### config.mk
export PLATFORM = sky130hd
export DESIGN_NAME = nlfsr_tap_sequencer
export DESIGN_NICKNAME = d
export VERILOG_FILES = /design/src/rtl/nlfsr_pkg.sv /design/src/rtl/nlfsr_result_fifo.sv /design/src/rtl/nlfsr_tap_sequencer.sv
export SDC_FILE = /design/constraint.sdc
export NUM_CORES = 1
export LEC_CHECK = 0
export ABC_CLOCK_PERIOD_IN_PS = 7330
export CORE_UTILIZATION = 39
export DETAILED_ROUTE_END_ITERATION = 10
export DONT_BUFFER_PORTS = 1
export GPL_TIMING_DRIVEN = 1
export SETUP_SLACK_MARGIN = 0.15
export SKIP_CTS_REPAIR_TIMING = 1
export SLEW_MARGIN = 30
export SYNTH_ARGS = -nofsm -noshare
export SYNTH_HDL_FRONTEND = slang
export SYNTH_SLANG_ARGS = --single-unit
export TNS_END_PERCENT = 1
### constraint.sdc
create_clock -name clk -period 7.33 [get_ports clk]
set_clock_uncertainty 0.2 [all_clocks]
set_input_delay 0 -clock clk [delete_from_list [all_inputs] [get_ports clk]]
set_output_delay 0 -clock clk [all_outputs]
set_load 0.01 [all_outputs]
### src/rtl/nlfsr_pkg.sv
// Shared types and combination helpers for the NLFSR tap sequencer and its tester bench.
package nlfsr_pkg;

  localparam int unsigned TAP_W    = 8;
  localparam int unsigned MAX_TAPS = 23;
  localparam int unsigned COMB_W   = MAX_TAPS * TAP_W;

  typedef logic [COMB_W-1:0] comb_t;

  typedef enum logic [2:0] {
    IDLE,
    LOAD,
    RUN,
    RECORD,
    ADVANCE,
    DONE
  } state_t;

  // First combination {1,2,..,k}; tap 1 lives in the least significant byte.
  function automatic comb_t first_comb(input int unsigned k);
    comb_t res;
    res = '0;
    for (int unsigned i = 0; i < MAX_TAPS; i++) begin
      if (i < k) res[i*TAP_W +: TAP_W] = TAP_W'(i + 1);
    end
    return res;
  endfunction

  // Lexicographic successor of a strictly increasing tap list drawn from 1..m.
  // Caller must not pass the final combination.
  function automatic comb_t next_comb(input comb_t comb, input int unsigned k,
                                      input int unsigned m);
    comb_t        res;
    int unsigned  piv;
    res = comb;
    piv = 0;
    for (int unsigned i = 0; i < MAX_TAPS; i++) begin
      if (i < k && 32'(comb[i*TAP_W +: TAP_W]) < (m - k + i + 1)) piv = i;
    end
    res[piv*TAP_W +: TAP_W] = comb[piv*TAP_W +: TAP_W] + TAP_W'(1);
    for (int unsigned i = 1; i < MAX_TAPS; i++) begin
      if (i > piv && i < k) res[i*TAP_W +: TAP_W] = res[(i-1)*TAP_W +: TAP_W] + TAP_W'(1);
    end
    return res;
  endfunction

  // Saturating event counter increment.
  function automatic logic [31:0] sat_inc(input logic [31:0] v);
    return (v == '1) ? v : v + 32'd1;
  endfunction

endpackage

### src/rtl/nlfsr_result_fifo.sv
// Synchronous result FIFO; a push while full is accepted when a pop happens in the same cycle.
module nlfsr_result_fifo #(
  parameter int unsigned WIDTH = 48,
  parameter int unsigned DEPTH = 8
) (
  input  logic             i_clk,
  input  logic             i_rst_n,
  input  logic             i_push,
  input  logic [WIDTH-1:0] i_data,
  input  logic             i_pop,
  output logic [WIDTH-1:0] o_data,
  output logic             o_full,
  output logic             o_empty
);

  localparam int unsigned AW = $clog2(DEPTH);

  logic [WIDTH-1:0] r_mem [DEPTH];
  logic [AW-1:0]    r_wr_ptr;
  logic [AW-1:0]    r_rd_ptr;
  logic [AW:0]      r_count;
  logic             w_do_push;
  logic             w_do_pop;

  assign o_full    = (r_count == (AW+1)'(DEPTH));
  assign o_empty   = (r_count == '0);
  assign w_do_pop  = i_pop && !o_empty;
  assign w_do_push = i_push && (!o_full || w_do_pop);
  assign o_data    = r_mem[r_rd_ptr];

  // Storage array; no reset needed, occupancy is tracked by the pointers.
  always_ff @(posedge i_clk) begin
    if (w_do_push) r_mem[r_wr_ptr] <= i_data;
  end

  // Pointer and occupancy bookkeeping.
  always_ff @(posedge i_clk or negedge i_rst_n) begin
    if (!i_rst_n) begin
      r_wr_ptr <= '0;
      r_rd_ptr <= '0;
      r_count  <= '0;
    end else begin
      if (w_do_push) r_wr_ptr <= r_wr_ptr + AW'(1);
      if (w_do_pop)  r_rd_ptr <= r_rd_ptr + AW'(1);
      if (w_do_push && !w_do_pop)      r_count <= r_count + (AW+1)'(1);
      else if (w_do_pop && !w_do_push) r_count <= r_count - (AW+1)'(1);
    end
  end

endmodule

### src/rtl/nlfsr_tap_sequencer.sv
// Sweeps every strictly increasing tap combination through one NLFSR period tester
// and queues the combinations it reports as maximal-period.
module nlfsr_tap_sequencer
  import nlfsr_pkg::*;
#(
  parameter int unsigned SIZE        = 11,
  parameter int unsigned NUM_OF_TAPS = 6,
  parameter int unsigned FIFO_DEPTH  = 8,
  parameter int unsigned TIMEOUT     = (2**SIZE) + 8
) (
  input  logic                         clk,
  input  logic                         res,
  input  logic                         start,
  output logic [NUM_OF_TAPS*TAP_W-1:0] co_buf,
  output logic                         dut_res,
  output logic                         dut_ena,
  input  logic                         dut_found,
  input  logic                         dut_failure,
  output logic                         rd_valid,
  output logic [NUM_OF_TAPS*TAP_W-1:0] rd_data,
  input  logic                         rd_ready,
  output logic                         busy,
  output logic                         done,
  output logic [31:0]                  tested_cnt,
  output logic [31:0]                  found_cnt,
  output logic [31:0]                  timeout_cnt
);

  localparam int unsigned      CW        = NUM_OF_TAPS * TAP_W;
  localparam int unsigned      M         = SIZE - 1;
  localparam logic [TAP_W-1:0] LAST_TAP1 = TAP_W'(SIZE - NUM_OF_TAPS);

  state_t        r_state;
  state_t        w_state_nxt;
  logic [CW-1:0] r_co_buf;
  logic [31:0]   r_wdog;
  logic [31:0]   r_tested;
  logic [31:0]   r_found;
  logic [31:0]   r_timeout;
  logic          r_done;
  logic          w_start_ok;
  logic          w_push;
  logic          w_pop;
  logic          w_can_push;
  logic          w_timeout_hit;
  logic          w_last;
  logic          w_fifo_full;
  logic          w_fifo_empty;

  // A strictly increasing list is final exactly when its first tap is at its maximum.
  assign w_last     = (r_co_buf[TAP_W-1:0] == LAST_TAP1);
  assign w_pop      = rd_ready && !w_fifo_empty;
  assign w_can_push = !w_fifo_full || w_pop;

  assign co_buf      = r_co_buf;
  assign dut_res     = (r_state == LOAD);
  assign dut_ena     = (r_state == RUN);
  assign busy        = (r_state == LOAD) || (r_state == RUN) ||
                       (r_state == RECORD) || (r_state == ADVANCE);
  assign done        = r_done;
  assign rd_valid    = !w_fifo_empty;
  assign tested_cnt  = r_tested;
  assign found_cnt   = r_found;
  assign timeout_cnt = r_timeout;

  // State register.
  always_ff @(posedge clk or negedge res) begin
    if (!res) r_state <= IDLE;
    else      r_state <= w_state_nxt;
  end

  // Next-state and per-state strobes; found takes priority over failure.
  always_comb begin
    w_state_nxt   = r_state;
    w_start_ok    = 1'b0;
    w_push        = 1'b0;
    w_timeout_hit = 1'b0;
    case (r_state)
      IDLE: begin
        if (start) begin
          w_start_ok  = 1'b1;
          w_state_nxt = LOAD;
        end
      end
      LOAD: w_state_nxt = RUN;
      RUN: begin
        if (dut_found)                     w_state_nxt = RECORD;
        else if (dut_failure)              w_state_nxt = ADVANCE;
        else if (r_wdog == 32'(TIMEOUT-1)) begin
          w_state_nxt   = ADVANCE;
          w_timeout_hit = 1'b1;
        end
      end
      RECORD: begin
        if (w_can_push) begin
          w_push      = 1'b1;
          w_state_nxt = ADVANCE;
        end
      end
      ADVANCE: w_state_nxt = w_last ? DONE : LOAD;
      DONE:    w_state_nxt = IDLE;
      default: w_state_nxt = IDLE;
    endcase
  end

  // Combination register, watchdog, sticky done flag and saturating statistics.
  always_ff @(posedge clk or negedge res) begin
    if (!res) begin
      r_co_buf  <= CW'(first_comb(NUM_OF_TAPS));
      r_wdog    <= '0;
      r_tested  <= '0;
      r_found   <= '0;
      r_timeout <= '0;
      r_done    <= 1'b0;
    end else begin
      r_wdog <= (r_state == RUN) ? r_wdog + 32'd1 : '0;
      if (w_start_ok) begin
        r_co_buf  <= CW'(first_comb(NUM_OF_TAPS));
        r_tested  <= '0;
        r_found   <= '0;
        r_timeout <= '0;
        r_done    <= 1'b0;
      end
      if (w_timeout_hit) r_timeout <= sat_inc(r_timeout);
      if (w_push)        r_found   <= sat_inc(r_found);
      if (r_state == ADVANCE) begin
        r_tested <= sat_inc(r_tested);
        if (w_last) r_done   <= 1'b1;
        else        r_co_buf <= CW'(next_comb(COMB_W'(r_co_buf), NUM_OF_TAPS, M));
      end
    end
  end

  nlfsr_result_fifo #(
    .WIDTH (CW),
    .DEPTH (FIFO_DEPTH)
  ) u_fifo (
    .i_clk   (clk),
    .i_rst_n (res),
    .i_push  (w_push),
    .i_data  (r_co_buf),
    .i_pop   (w_pop),
    .o_data  (rd_data),
    .o_full  (w_fifo_full),
    .o_empty (w_fifo_empty)
  );

endmodule

## After elaboration in Yosys (flattened, before gate mapping)

Memory sizes are Yosys's and may differ from the RTL's.
Cells that the tools add are included.

| word-level totals | value |
|---|---|
| flip-flop bits (word level) | 190 |
| memory bits (writable) | 384 |
| input bits | 6 |
| output and inout bits | 197 |
| logic and storage cells | 133 |
| memories | 1 |

| cells by class | value |
|---|---|
| $add $sub $neg | 15 |
| magnitude comparators | 10 |
| eq/ne operators | 16 |
| shift-type cells | 3 |
| mux-type cells | 54 |
| reductions and logical operators | 24 |

Memory list:

| memory | depth | bits a word | read ports | clocked after Yosys merged registers in | wr ports | RTL line | RTL |
|---|---|---|---|---|---|---|---|
| u_fifo.r_mem | 8 | 48 | 1 | 0 | 1 | nlfsr_result_fifo.sv:18 | `logic [WIDTH-1:0] r_mem [DEPTH];` |

Operator list:

| kind | count |
|---|---|
| 2-to-1 mux 32 bit | 14 |
| bitwise mux 184 bit | 1 |
| variable shift 8 x 34 -> 184 bit (first input constant) | 1 |
| indexed part select 184 x 33 -> 8 bit | 1 |
| indexed part select 8 x 34 -> 184 bit | 1 |
| 2-to-1 mux 48 bit | 3 |
| adder 32 x 1 -> 32 bit (second input constant) | 4 |
| 2-to-1 mux 8 bit | 13 |
| == test 32 bit (second input constant) | 3 |
| greater-than comparator 2 x 32 -> 1 bit (first input constant) | 2 |
| greater-than comparator 3 x 32 -> 1 bit (first input constant) | 2 |
| adder 8 x 1 -> 8 bit (second input constant) | 6 |
| negator 32 -> 34 bit | 1 |
| == test 32 x 12 -> 1 bit (second input constant) | 1 |
| greater-than comparator 1 x 32 -> 1 bit (first input constant) | 1 |
| less-than comparator 8 x 4 -> 1 bit (second input constant) | 3 |
| 2-to-1 mux 3 bit | 6 |
| less-than comparator 8 x 3 -> 1 bit (second input constant) | 2 |
| one-hot mux 3 bit (5 select lines) | 1 |
| 2-to-1 mux 1 bit | 14 |
| != test 2 bit (second input constant) | 5 |
| == test 8 x 3 -> 1 bit (second input constant) | 1 |
| 2-to-1 mux 4 bit | 2 |
| nonzero test 2 bit | 4 |
| 15 further kinds | 30 |

## Depth between registers and ports, before layout

| depth | value |
|---|---|
| depth after elaboration | 32 |
| mapped depth | 32 |
| depth with buffers taken out | 30 |

## Cells and area by module

A second synthesis with hierarchy kept.

| unflattened totals | value |
|---|---|
| cell total of the unflattened synthesis | 1,859 |
| area, all modules | 25,786.0 sq um |

Modules (own cells, without submodules):

| module | instances | cells an instance | area an instance (sq um) | seq. area each (sq um) |
|---|---|---|---|---|
| nlfsr_result_fifo | 1 | 618 | 15,079.5 | 11,781.3 |
| nlfsr_tap_sequencer | 1 | 1,241 | 10,706.5 | 4,515.6 |

## Worst setup path before layout

OpenSTA, ideal clock, no wires.

| timing path | value |
|---|---|
| path type | reg2reg |
| start point | register r_co_buf[23], in the netlist co_buf[23] |
| end point | register r_co_buf[47], in the netlist co_buf[47] |
| setup time | 80 ps |
| data arrival time | 6,340 ps |
| data required time | 7,050 ps |
| setup slack | 710 ps |
| stages on the path, launching flop included | 30 |
| buffers on the path | 1 |
| clock period less this slack | 6,620 ps |
| cell sequence | dfrtp_1 -> or4_4 -> a311o_1 -> a211oi_2 -> nor2_1 -> inv_1 -> ha_1 -> ha_1 -> nor2_1 -> nand2_1 -> nor3_1 -> and2_1 -> clkbuf_1 -> nand2_1 -> o21ai_0 -> ha_1 -> inv_1 -> a211o_1 -> a211o_1 -> a21o_2 -> o211a_1 -> or3_1 -> or4_1 -> and3_4 -> xor2_1 -> a21oi_2 -> nor3_1 -> xnor2_1 -> a2111o_1 -> o211ai_2 |

| between the ends | value |
|---|---|
| cells in the longest elaborated chain, start to end | 31 |
| elaborated cells between the ends (all ways) | 38 |
| those cells by class | 7 x add/sub; 6 x order compare; 3 x shift; 22 x mux |

RTL lines:

| what | RTL line | RTL |
|---|---|---|
| from (decl) | nlfsr_tap_sequencer.sv:35 | `logic [CW-1:0] r_co_buf;` |
| from (signal assigned) | nlfsr_tap_sequencer.sv:109 | `r_co_buf <= CW'(first_comb(NUM_OF_TAPS));` |
| from (signal assigned) | nlfsr_tap_sequencer.sv:118 | `r_co_buf <= CW'(first_comb(NUM_OF_TAPS));` |
| from (signal assigned) | nlfsr_tap_sequencer.sv:129 | `else r_co_buf <= CW'(next_comb(COMB_W'(r_co_buf), NUM_OF_TAPS, M));` |
| less-than comparator 8 x 3 -> 1 bit | nlfsr_pkg.sv:38 | `if (i < k && 32'(comb[i*TAP_W +: TAP_W]) < (m - k + i + 1)) piv = i;` |
| 2-to-1 mux 32 bit (4 in series) | nlfsr_pkg.sv:38 |  |
| 2-to-1 mux 32 bit | nlfsr_tap_sequencer.sv:128 | `if (w_last) r_done <= 1'b1;` |
| 2-to-1 mux 32 bit | nlfsr_tap_sequencer.sv:126 | `if (r_state == ADVANCE) begin` |
| indexed part select 184 x 33 -> 8 bit | nlfsr_pkg.sv:40 | `res[piv*TAP_W +: TAP_W] = comb[piv*TAP_W +: TAP_W] + TAP_W'(1);` |
| adder 8 x 1 -> 8 bit | nlfsr_pkg.sv:40 |  |
| indexed part select 8 x 34 -> 184 bit | nlfsr_pkg.sv:40 |  |
| bitwise mux 184 bit | nlfsr_pkg.sv:40 |  |
| [12 not listed] | - |  |
| adder 8 x 1 -> 8 bit | nlfsr_pkg.sv:42 | `if (i > piv && i < k) res[i*TAP_W +: TAP_W] = res[(i-1)*TAP_W +: TAP_W] + TAP_W'(1);` |
| 2-to-1 mux 8 bit | nlfsr_pkg.sv:42 |  |
| 2-to-1 mux 8 bit | nlfsr_tap_sequencer.sv:128 |  |
| 2-to-1 mux 8 bit | nlfsr_tap_sequencer.sv:126 |  |
| adder 8 x 1 -> 8 bit | nlfsr_pkg.sv:42 |  |
| 2-to-1 mux 8 bit * | nlfsr_pkg.sv:42 |  |
| 2-to-1 mux 48 bit * | nlfsr_tap_sequencer.sv:128 |  |
| 2-to-1 mux 48 bit * | nlfsr_tap_sequencer.sv:126 |  |

Every way passes the cells marked *; elsewhere a longest branch is shown, timed or not. The select of a mux whose other input is x is not followed.
A chain may end at the register's enable or synchronous reset.

## Worst setup path after layout

Same ends and word-level chain as after synthesis.

==> metrics list <==
* Status: finished, violations left
- The checks that failed: negative hold slack.
- The smallest clock period supported by the final layout is computed as 6.81 ns.
- During placement, the flow inserted port buffers numbering 0.
- Entering global routing, the biggest net connects 191 pins.
- The floorplan step defined a die boundary enclosing 0.0660 sq mm.
* Sum of negative setup slack: 0 ns
* Die width: 257 um
- CTS tree: done
- Yosys mapped a number of flops with a built-in enable equal to 384.
- Library cell occupying the most area in the post-synthesis netlist: sky130_fd_sc_hd__edfxtp_1
- Ranked by total cell area, the synthesized netlist is headed by sky130_fd_sc_hd__edfxtp_1 (46%), sky130_fd_sc_hd__dfrtp_1 (18%), sky130_fd_sc_hd__mux4_2 (8.5%), sky130_fd_sc_hd__xor2_1 (2.9%), sky130_fd_sc_hd__nor2_1 (2.5%).
- Wires add up to 62.2 mm.
* Critical path required time: 7.66 ns
- WHS: -0.140 ns
* Critical setup path kind: flop to flop
- The filler cells instantiated in the layout total 5702.
- Leaving out fill and tap cells, the most frequent cell in the layout is sky130_fd_sc_hd__edfxtp_1.
- Syn Inst Count: 1815
- Timing would allow up to 0.147 GHz.
* Worst Tran Pin Value: 1.04 ns
- For this block, the initial DRC count from the detailed router was 1013.
* DR pass1 iterations: 6
- Worst-path fanout max: 5
- Across every metal layer, demand over resource in global routing totals 0.188.
- The number of buffers and inverters on the critical path is 2.
- Endpoints failing hold: 102
- The number of antenna violations at the first check in global routing was 3.
- Detailed placement ended at an HPWL of 38.4 mm.
- Number of ports placed on the die boundary: 203
* Number of levels in the clock H-tree: 2
- Across all setup checks in the final design, the least slack found is 0.523 ns.
- For this run, the number of Yosys warnings is 0.
- The tightest min-delay check is of the input port to asynchronous set/reset pin type.
* Clock Sink Count: 574
* Period utilisation layout: 0.929
- Number of pins exceeding their max-slew limit in the final report: 0
* Layout net count: 1895
- Die boundary height: 257 um
* Final core area utilization: 0.450
- Register bit total from synthesis: 574
- DRT antenna net count: 0
* Crit-path leading delay family: simple AND/OR/NAND/NOR gates
- Worst-case headroom to the max-slew limit: 0.306
- The tree is rooted in a sky130_fd_sc_hd__clkbuf_16.
- Via total after detailed routing: 15500
* Final routed wire length divided by cell count: 22.4 um
- Dpl ws: 0.453 ns
- First-pass GRT wire length: 95.8 mm
- Worst-skew pair later-pin latency: 0.62 ns
* Maximum clock path buffer count: 3
- The floorplan has 93 rows.
- Worst IR Drop VDD: 0.217 mV
- Register area share after synthesis: 0.643
- Number of buffers added by the clock tree synthesis step: 61
- Global routing finished with a remaining overflow of 0.
- Worst Path Arrival: 7.14 ns
* Crit path top cell by count: sky130_fd_sc_hd__ha_1
- MaxCap Viol Count: 0
- On the worst path, the slowest cell contributes a delay of 0.59 ns.
* RSZ-0062 raised after global routing: false
* Mapped Nets: 1840
- A synthesized cell averages 14.0 sq um.
* Post-route DRC violation count: 0
- Power spread over the standard cell area amounts to 338 mW/mm^2.
- Depth of the worst register-to-register path: 28
- Area growth syn-to-layout: 14.4%
- Of the post-synthesis cell area, the dominant cell type holds 0.455.
- Pleak: 10.3 nW
- Fraction of layout instances using a drive strength above 1: 0.203
- The synthesized netlist contains 86 unique library cells.
- The slowest stage of the critical path is the sky130_fd_sc_hd__or4_4 cell.
- Prevailing post-synth register cell: sky130_fd_sc_hd__edfxtp_1
- Standard cell core area: 0.0643 sq mm
- Of all flip-flops after synthesis, the portion carrying an async set or reset was 0.331.
- Type of destination of the critical path: flop
- Most frequent cells in the layout: sky130_fd_sc_hd__edfxtp_1 (384), sky130_fd_sc_hd__dfrtp_1 (176), sky130_fd_sc_hd__nor2_1 (163)
- Number of stages on the worst setup path: 28
* Placer congestion estimate: 0.896
* Initial core utilization: 0.394
- Crit path launch type: flop
- Clock transition at the registers of the reported paths: 0.06 ns
- Ratio of routed vias to standard cells: 5.56
* Finish-stage setup viols: 0
- Number of global-route vias before repair: 15900
* R2R setup slack: 0.52 ns
* Area of the mapped netlist: 0.0253 sq mm
[power by group]
part	total, mW	switching [mW]	internal, mW
clock	3.18	1.27	1.90
sequential	4.03	0.285	3.75
combinational	2.57	1.51	1.07
total	9.78	3.07	6.72
[final cells by class]
class                   count  area (sq um)  area share
inverters                  24          90.1     0.00311
clock inverters            38           398      0.0137
multi-input cells        1138          8800       0.304
repair buffers             71           579      0.0200
flip-flops and latches    574         16300       0.563
diodes                      3          7.51    0.000259
well taps                 855          1070      0.0369
clock buffers              78          1720      0.0593
[cells by family (layout without fill, tap and decap cells)]
family	after synthesis	count (layout)	synth area share
and+or+nand+nor	612	612	0.119
DFF	574	574	0.643
AOI/OAI and AO/OA	233	233	0.0597
muxes	155	155	0.111
xor gates and xnor gates	119	119	0.0414
buffers and inverters	103	211	0.0156
adders and majority gates	19	19	0.00968
other	0	3	0
[per-layer routing]
metal	GRT usage	vias up	part of all wire
met3	0.0612	77	0.082
met5	0	-	0
met2	0.310	444	0.48
met1	0.239	7943	0.42
met4	0.0471	0	0.019
li1	-	7005	-
[sequential cells by signal (all words and copies together), names as in the netlist]
name / count
u_fifo.r_rd_ptr: 3
u_fifo.r_count: 4
u_fifo.r_mem: 384
done: 1
r_wdog: 32
found_cnt: 32
u_fifo.r_wr_ptr: 3
co_buf: 48
r_state: 3
timeout_cnt: 32
tested_cnt: 32
[synthesized netlist by cell type, types with 6 or more instances]
library cell and count:
sky130_fd_sc_hd__mux2i_1 6, sky130_fd_sc_hd__a21oi_1 49, sky130_fd_sc_hd__nor4_1 18, sky130_fd_sc_hd__or3_1 26, sky130_fd_sc_hd__o21ai_0 87, sky130_fd_sc_hd__nor3b_1 9
sky130_fd_sc_hd__nor2b_1 10, sky130_fd_sc_hd__ha_1 18, sky130_fd_sc_hd__nand3_1 89, sky130_fd_sc_hd__and4_1 7, sky130_fd_sc_hd__buf_2 6, sky130_fd_sc_hd__a31oi_1 9
sky130_fd_sc_hd__and2_1 16, sky130_fd_sc_hd__nand2b_1 10, sky130_fd_sc_hd__clkbuf_1 61, sky130_fd_sc_hd__edfxtp_1 384, sky130_fd_sc_hd__nand2_1 142, sky130_fd_sc_hd__dfrtp_1 181
sky130_fd_sc_hd__nor3_1 23, sky130_fd_sc_hd__and3_1 24, sky130_fd_sc_hd__o31ai_1 11, sky130_fd_sc_hd__nand4_1 40, sky130_fd_sc_hd__xnor2_1 34, sky130_fd_sc_hd__buf_1 12
sky130_fd_sc_hd__dfstp_2 9, sky130_fd_sc_hd__nor2_1 167, sky130_fd_sc_hd__inv_1 23, sky130_fd_sc_hd__mux2_2 53, sky130_fd_sc_hd__mux4_2 96, sky130_fd_sc_hd__xor2_1 84
[path summary, 6_finish.rpt]
path                                                   to            startpoint
setup reg to reg                   co_buf[47]$_DFFE_PN0P_  co_buf[23]$_DFF_PN0_
min in group clk           u_fifo.r_rd_ptr[0]$_DFFE_PN0P_              rd_ready
setup / recovery                   co_buf[47]$_DFFE_PN0P_  co_buf[23]$_DFF_PN0_
hold / removal                  found_cnt[31]$_DFFE_PN0P_                   res
max in group asynchronous       found_cnt[25]$_DFFE_PN0P_                   res
hold reg to reg                       r_wdog[0]$_DFF_PN0_   r_wdog[0]$_DFF_PN0_
[per-stage QoR]
stage | area (sq um) | hold slack (ns) | std cells | power, mW
floorplan | 25300 | -0.496 | 1815 | 5.88
global placement | 26600 | -0.489 | 2651 | 6.66
detailed placement | 26600 | -0.489 | 2651 | 6.68
CTS | 28700 | -1.17 | 2767 | 9.89
global route | 29000 | -0.0444 | 2781 | 10.3
finish | 29000 | -0.140 | 2781 | 9.78
(Power assumes the default switching activity.)
